[src/rtl/mux_arbiter_pkg.sv]
// Shared types for the 2:1 round-robin mux arbiter.
// Latency: n/a (types and constants only).
// Backpressure: n/a.
// Contents: state_e FSM encoding (IDLE/GNT0/GNT1) and the SRC_0/SRC_1 source indices.
package mux_arbiter_pkg;

   typedef enum logic [1:0] {
      IDLE = 2'd0,
      GNT0 = 2'd1,
      GNT1 = 2'd2
   } state_e;

   localparam logic SRC_0 = 1'b0;
   localparam logic SRC_1 = 1'b1;

endpackage

[src/rtl/mux_arbiter_pick.sv]
// Round-robin pick between two requesters; honours a burst lock when one is held.
// Latency: purely combinational.
// Backpressure: none here; the top qualifies the pick with its can-accept term.
// Ports: valid_0/valid_1 requests, last_served (source granted most recently),
//        lock/lock_src (grant pinned to lock_src), pick (chosen source), pick_valid.
module mux_arbiter_pick
   import mux_arbiter_pkg::*;
(
   input  logic valid_0,
   input  logic valid_1,
   input  logic last_served,
   input  logic lock,
   input  logic lock_src,
   output logic pick,
   output logic pick_valid
);

   always_comb begin
      pick       = SRC_0;
      pick_valid = 1'b0;
      if (lock) begin
         // A locked burst ignores the other source, even if the owner idles.
         pick       = lock_src;
         pick_valid = lock_src ? valid_1 : valid_0;
      end else if (valid_0 && valid_1) begin
         pick       = ~last_served;
         pick_valid = 1'b1;
      end else if (valid_0) begin
         pick       = SRC_0;
         pick_valid = 1'b1;
      end else if (valid_1) begin
         pick       = SRC_1;
         pick_valid = 1'b1;
      end
   end

endmodule

[src/rtl/mux_arbiter.sv]
// Two-source round-robin arbiter driving a 2:1 mux into one registered output stage.
// Latency: a beat accepted in cycle t appears on data_out in cycle t+1; one beat/cycle max.
// Backpressure: ready_0/ready_1 low while out_valid && !out_ready; output holds.
// Ports: clk, reset (async, active-low); valid_N/data_N/ready_N per source;
//        selector (current pick); data_out/out_valid/out_ready/out_src to the consumer.
// Optional: MUX_ARBITER_BURST_EN adds last_0/last_1 and locks the grant until a burst ends.
module mux_arbiter
   import mux_arbiter_pkg::*;
#(
   parameter int WIDTH = 8
)
(
   input  logic             clk,
   input  logic             reset,
   input  logic             valid_0,
   input  logic [WIDTH-1:0] data_0,
   output logic             ready_0,
   input  logic             valid_1,
   input  logic [WIDTH-1:0] data_1,
   output logic             ready_1,
`ifdef MUX_ARBITER_BURST_EN
   input  logic             last_0,
   input  logic             last_1,
`endif
   output logic             selector,
   output logic [WIDTH-1:0] data_out,
   output logic             out_valid,
   input  logic             out_ready,
   output logic             out_src
);

   state_e           state_q, state_d;
   logic             last_served_q, last_served_d;
   logic             vld_q, vld_d;
   logic             src_q, src_d;
   logic [WIDTH-1:0] data_q, data_d;
   logic             sel_q, sel_d;
   logic             lock, lock_src;
   logic             pick, pick_valid;
   logic             can_accept;
   logic             accept;

`ifdef MUX_ARBITER_BURST_EN
   logic lock_q, lock_d;
   logic lock_src_q, lock_src_d;
   logic acc_last;

   assign lock     = lock_q;
   assign lock_src = lock_src_q;
   assign acc_last = pick ? last_1 : last_0;
`else
   assign lock     = 1'b0;
   assign lock_src = SRC_0;
`endif

   mux_arbiter_pick u_pick (
      .valid_0     (valid_0),
      .valid_1     (valid_1),
      .last_served (last_served_q),
      .lock        (lock),
      .lock_src    (lock_src),
      .pick        (pick),
      .pick_valid  (pick_valid)
   );

   assign can_accept = !vld_q || out_ready;
   // Gating with reset keeps both readies low for the whole reset window.
   assign ready_0    = reset && can_accept && pick_valid && (pick == SRC_0);
   assign ready_1    = reset && can_accept && pick_valid && (pick == SRC_1);
   assign accept     = ready_0 || ready_1;

   always_comb begin
      state_d       = state_q;
      last_served_d = last_served_q;
      vld_d         = vld_q;
      src_d         = src_q;
      data_d        = data_q;
      sel_d         = pick_valid ? pick : sel_q;
`ifdef MUX_ARBITER_BURST_EN
      lock_d        = lock_q;
      lock_src_d    = lock_src_q;
`endif
      if (accept) begin
         // Covers simultaneous drain+accept: the new beat replaces the old one.
         data_d  = pick ? data_1 : data_0;
         src_d   = pick;
         vld_d   = 1'b1;
         state_d = pick ? GNT1 : GNT0;
`ifdef MUX_ARBITER_BURST_EN
         if (acc_last) begin
            lock_d        = 1'b0;
            last_served_d = pick;
         end else begin
            lock_d     = 1'b1;
            lock_src_d = pick;
         end
`else
         last_served_d = pick;
`endif
      end else if (vld_q && out_ready) begin
         vld_d   = 1'b0;
         state_d = IDLE;
      end
   end

   always_ff @(posedge clk or negedge reset) begin
      if (!reset) begin
         state_q       <= IDLE;
         last_served_q <= SRC_1;
         vld_q         <= 1'b0;
         src_q         <= SRC_0;
         data_q        <= '0;
         sel_q         <= SRC_0;
`ifdef MUX_ARBITER_BURST_EN
         lock_q        <= 1'b0;
         lock_src_q    <= SRC_0;
`endif
      end else begin
         state_q       <= state_d;
         last_served_q <= last_served_d;
         vld_q         <= vld_d;
         src_q         <= src_d;
         data_q        <= data_d;
         sel_q         <= sel_d;
`ifdef MUX_ARBITER_BURST_EN
         lock_q        <= lock_d;
         lock_src_q    <= lock_src_d;
`endif
      end
   end

   assign selector  = sel_d;
   assign data_out  = data_q;
   assign out_valid = vld_q;
   assign out_src   = src_q;

endmodule
[config.mk]
export PLATFORM = sky130hd
export DESIGN_NAME = mux_arbiter
export DESIGN_NICKNAME = d
export VERILOG_FILES = /design/src/rtl/mux_arbiter_pkg.sv /design/src/rtl/mux_arbiter_pick.sv /design/src/rtl/mux_arbiter.sv
export SDC_FILE = /design/constraint.sdc
export NUM_CORES = 1
export LEC_CHECK = 0
export CORE_MARGIN = 2
export CORE_UTILIZATION = 32
export DETAILED_ROUTE_END_ITERATION = 7
export PLACE_DENSITY = 0.73
export RECOVER_POWER = 50
export SETUP_SLACK_MARGIN = 0.2
export SLEW_MARGIN = 20
export SYNTH_ARGS = -nofsm -noshare
export SYNTH_HDL_FRONTEND = slang
export SYNTH_SLANG_ARGS = --single-unit
[constraint.sdc]
create_clock -name clk -period 1.4 [get_ports clk]
set_clock_uncertainty 0.05 [all_clocks]
set_input_delay 0.14 -clock clk [delete_from_list [all_inputs] [get_ports clk]]
set_output_delay 0.14 -clock clk [all_outputs]
set_load 0.005 [all_outputs]
After elaboration in Yosys (flattened, before gate mapping)
Index checks and enable logic that the tools add are counted.
{"block": "totals", "reg_bits": 12, "latchBits": 0, "ramBits": 0, "rom_bits": 0, "input_bits": 21, "out_inout_bits": 13, "word_cells": 26, "memories": 0}
{"block": "classes", "n_addsub": 0, "mul": 0, "div_mod_pow": 0, "order_cmp": 0, "eq_ne": 0, "shifts": 0, "n_mux": 9, "n_bitwise": 2, "n_reduce_logical": 10}
{"cell": "2-to-1 mux 1 bit", "n": 8}
{"cell": "2-to-1 mux 8 bit", "n": 1}
{"cell": "logical AND 1 bit", "n": 6}
{"cell": "logical OR 1 bit", "n": 2}
{"cell": "inverter 1 bit", "n": 2}
{"cell": "nonzero test 2 bit", "n": 1}
{"cell": "zero test 1 bit", "n": 1}

Depth between registers and ports, before layout
{"block": "depth", "word_depth": 7, "mapped_depth": 4, "depth_no_buf": 3}

Modules after synthesis
Synthesis repeated with hierarchy kept, for this count alone.
{"block": "hier_totals", "hier_cells": 47, "area_unflattened_um2": 674.4}
{"module": "mux_arbiter", "n_inst": 1, "cells_per_inst": 40, "area_each_um2": 630.6, "seq_area_each_um2": 301.5}
{"module": "mux_arbiter_pick", "n_inst": 1, "cells_per_inst": 7, "area_each_um2": 43.8, "seq_area_each_um2": 0.0}

Worst setup path after synthesis
OpenSTA, ideal clock, no wires.
{"block": "synth_timing", "path_type": "flip-flop to flip-flop", "from": "register last_served_q", "to": "register data_q[0] (netlist: data_out[0])", "setup_time_ns": 0.126, "arrival_time_ns": 1.114, "required_time_ns": 1.224, "path_slack_ns": 0.110, "path_stages_with_launch": 5, "path_buffers": 1, "period_less_slack_ns": 1.290, "cell_sequence": "dfstp_2 -> a21bo_2 -> buf_2 -> nor3_1 -> a221o_1"}
{"block": "synth_via", "elab_chain_cells": 5, "word_cells_on_any_way": 7, "cone_classes": "2 x mux; 2 x bitwise; 3 x reduce/logical"}
{"item": "from (decl)", "line": "mux_arbiter.sv:33", "text": "logic last_served_q, last_served_d;"}
{"item": "from (signal assigned)", "line": "mux_arbiter.sv:120", "text": "last_served_q <= last_served_d;"}
{"item": "inverter 1 bit *", "line": "mux_arbiter_pick.sv:26", "text": "pick = ~last_served;"}
{"item": "2-to-1 mux 1 bit *", "line": "mux_arbiter_pick.sv:25", "text": "end else if (valid_0 && valid_1) begin"}
{"item": "inverter 1 bit", "line": "mux_arbiter.sv:68", "text": "assign ready_0 = reset && can_accept && pick_valid && (pick == SRC_0);"}
{"item": "logical AND 1 bit", "line": "mux_arbiter.sv:68"}
{"item": "logical OR 1 bit", "line": "mux_arbiter.sv:70", "text": "assign accept = ready_0 || ready_1;"}
{"item": "to (signal assigned)", "line": "mux_arbiter.sv:123", "text": "data_q <= data_d;"}
{"item": "to (decl)", "line": "mux_arbiter.sv:36", "text": "logic [WIDTH-1:0] data_q, data_d;"}
Mark *: on every way between the ends. The rest lies on a longest branch, timed or not.
A chain may end at the register's enable or synchronous reset.

Final worst setup path
{"block": "layout_timing", "from": "input out_ready", "to": "register data_q[7] (netlist: data_out[7])"}
{"block": "layout_via", "elab_chain_cells": 5, "word_cells_on_any_way": 6, "cone_classes": "6 x reduce/logical"}
{"item": "from (decl)", "line": "mux_arbiter.sv:28", "text": "input logic out_ready,"}
{"item": "logical OR 1 bit *", "line": "mux_arbiter.sv:66", "text": "assign can_accept = !vld_q || out_ready;"}
{"item": "logical AND 1 bit * (2 in a row)", "line": "mux_arbiter.sv:68, mux_arbiter.sv:69"}
{"item": "logical AND 1 bit (on tied branches)", "line": "mux_arbiter.sv:68, mux_arbiter.sv:69"}
{"item": "logical OR 1 bit *", "line": "mux_arbiter.sv:70"}
Marked as above.

==> impl_metrics.py <==
metrics = {
    "synth": {
        "synth-xor-area-share": 0,
        "synthDistinctLibCells": 18,
        "yosysSeqAreaShare": 0.530,
        "muxShareOfSynthArea": 0,
        "yosys.area_share.adder": 0,
        "synth_top_family_by_area": "compound AO/OA/AOI/OAI gates",
        "synth-simple-area-share": 0.174,
        "synth-seq-cells": 12,
        "synth_compound_area_frac": 0.226,
        "yosys_warnings": 0,
        "syn_area_um2": 569,
        "postSynthCellCount": 53,
        "avgSynthCellArea_um2": 10.7,
        "synth_fp_nets": 74,
    },
    "die": {
        "ioPinCount": 34,
        "die_width_um": 46.2,
        "core_area_um2": 1710,
        "fp-row-count": 15,
        "die-area_um2": 2130,
        "dieHeight_um": 46.2,
        "initial_core_util": 0.333,
    },
    "timing": {
        "finalHoldViolations": 0,
        "rsz0062_at_grt": "true",
        "fin_crit_ns": 1.38,
        "finalSetupViolations": 0,
        "timing.final.crit_share": 0.984,
        "holdWs_ns": 0.243,
        "timing.final.max_slew_violations": 0,
        "relSlewSlack": 0.851,
        "max_freq_mhz": 726,
        "worst_pin_slew_ns": 0.223,
    },
    "detailed_routing": {
        "drtIter0Drc": 14,
        "wl_met3_um": 90,
        "vias_per_cell": 4.67,
        "dr.pass1.iters": 6,
        "routed_wl_mm": 1.61,
        "drc": 0,
        "route.met2.wl_um": 919,
        "ant_nets": 0,
        "dr_total_vias": 593,
        "drt-met1-wl_um": 604,
        "highest_layer": "met3",
        "routedWlPerCell_um": 12.7,
    },
    "global_routing": {
        "grt_pass1_wl_mm": 2.59,
        "grt_max_degree": 18,
        "overflow": 0,
        "antenna_found_initial": 0,
        "grt_usage": 0.173,
        "grt_pass1_vias": 603,
    },
    "placement": {
        "dpl_cell_area_um2": 981,
        "hpwlAfterDp_mm": 1.20,
        "portBuffers": 33,
        "gp_congestion": 0.776,
    },
    "worst_setup_path": {
        "required_ns": 1.49,
        "worstSetupPathType": "in2reg",
        "cp-start-kind": "primary input",
        "crit_fanout": 4,
        "critPathCaptureType": "flop",
        "worstPathArrival_ns": 1.47,
    },
    "pwr": {
        "clkPwrFrac": 0.209,
        "p_seq_frac": 0.437,
        "power_mw": 1.03,
        "pwr-share-comb": 0.354,
        "powerDensity_nw_per_um2": 986,
        "intPower_mw": 0.761,
        "swShare": 0.260,
        "p_leak_nw": 0.505,
        "peakVddDrop_v": 0.000643,
        "power.switching_mw": 0.267,
    },
    "final_layout": {
        "regArea_um2": 302,
        "antennaDiodeCount": 0,
        "drive_above_1_share": 0.284,
        "fillers": 168,
        "num-nets-final": 124,
        "syn2layout_area_growth_pct": 83.1,
        "final_area_um2": 1040,
        "multi_input_area_um2": 246,
        "post-route-util": 0.610,
    },
    "clock_network": {
        "cts_buffer_depth": 2,
        "cts_tree": "done",
        "cts-buffers-inserted": 3,
        "clock_latency_ns": 0.27,
        "cts-root-buf": "clkbuf_4",
        "cts.sink_count": 12,
        "clk_pin_slew_ns": 0.06,
        "cts_hold_buf": 0,
        "h-tree-depth": 1,
    },
    "min_path": {
        "hold_class": "in2async",
    },
    "status": {
        "status": "completed",
    },
    "flow_run": {
        "max-cap-violations": 0,
    },
}
## stage by stage
step	std cells	setup TNS (ns)	worst slack (ns)
after floorplan	53	0	0.180
after global placement	117	-3.09	-0.436
after detailed placement	117	-3.25	-0.437
after CTS	126	-0.0179	-0.0179
after global routing	127	-0.496	-0.0771
final	127	0	0.0225
## metal layers
metal | vias up | global-route usage
met3 | 0 | 0.0353
met2 | 18 | 0.311
met4 | 0 | 0.0800
met1 | 282 | 0.192
met5 | - | 0
li1 | 293 | -
## path summary, 6_finish.rpt
kind	cells after the start	slack [ns]	start	to
worst max-delay path	6	0.02	out_ready	data_out[7]
worst min-delay path	2	0.24	reset	out_src
worst max register to register	5	0.03	out_valid	data_out[7]
worst min register to register	1	0.43	out_src	out_src
max in group asynchronous	2	0.82	reset	data_out[4]
min in group clk	3	0.38	valid_1	sel_q
## power groups by stage
| stage | logic [mW] | registers, mW | clock network, mW |
|---|---|---|---|
| floorplan | 0.118 | 0.460 | 0 |
| global placement | 0.350 | 0.456 | 0 |
| finish | 0.364 | 0.449 | 0.215 |
| global route | 0.400 | 0.460 | 0.238 |
| detailed placement | 0.355 | 0.461 | 0 |
| CTS | 0.356 | 0.450 | 0.225 |
## registers in the layout, summed over array words and instances, names as in the netlist
| register | cells |
|---|---|
| last_served_q | 1 |
| sel_q | 1 |
| out_valid | 1 |
| data_out | 8 |
| out_src | 1 |
## worst max-delay path, stage by stage
cell             delay (ns)
clkdlybuf4s50_1        0.49
nand2b_1               0.14
buf_4                  0.12
o211ai_1               0.10
buf_4                  0.18
a221o_1                0.30
## kinds of logic after synthesis
logic type,after synthesis
AOI/OAI and AO/OA,14
buffers and inverters,7
DFF,12
and+or+nand+nor,20
## cell type report
type,count,share of cell area
repair buffers,50,0.412
flip-flops and latches,12,0.289
multi-input cells,34,0.236
well taps,25,0.0300
clock buffers,4,0.0252
inverters,2,0.00720
## timing repair
action,in CTS,in global routing
hold endpoints to repair,0,0
setup endpoints to repair,23,14
pin swaps,5,3
buffers inserted,5,1
gates resized for setup,27,4
## Yosys cell counts
library cell | count | area [um2]
dfrtp_1 | 11 | 275
nand2_1 | 9 | 33.8
a221o_1 | 8 | 80.1
nor3_1 | 8 | 40.0
a21o_1 | 2 | 15.0
buf_2 | 2 | 10.0
inv_1 | 2 | 7.51
a21bo_2 | 1 | 10.0
buf_4 | 1 | 7.51
buf_6 | 1 | 11.3
clkbuf_1 | 1 | 3.75
dfstp_2 | 1 | 26.3
nand2b_1 | 1 | 6.26
nor2b_1 | 1 | 6.26
nor3b_2 | 1 | 12.5
o2111a_1 | 1 | 11.3
o211ai_1 | 1 | 7.51
o21ai_0 | 1 | 5.00
## cell usage in the layout, fill, tap and decap left out
cell / synthesis / final
a21bo_4: 0 / 1
a21o_1: 2 / 2
a221o_1: 8 / 8
buf_2: 2 / 3
buf_4: 1 / 16
buf_6: 1 / 1
clkbuf_1: 1 / 1
clkbuf_2: 0 / 1
clkbuf_4: 0 / 3
clkdlybuf4s50_1: 0 / 19
dfrtp_1: 11 / 11
dfstp_2: 1 / 1
dlygate4sd2_1: 0 / 10
inv_1: 2 / 2
nand2_1: 9 / 9
nand2b_1: 1 / 1
nor2b_2: 0 / 1
nor3_1: 8 / 8
nor3b_4: 0 / 1
o2111a_1: 1 / 1
o211ai_1: 1 / 1
o21ai_2: 0 / 1
(Power assumes the default switching activity.)
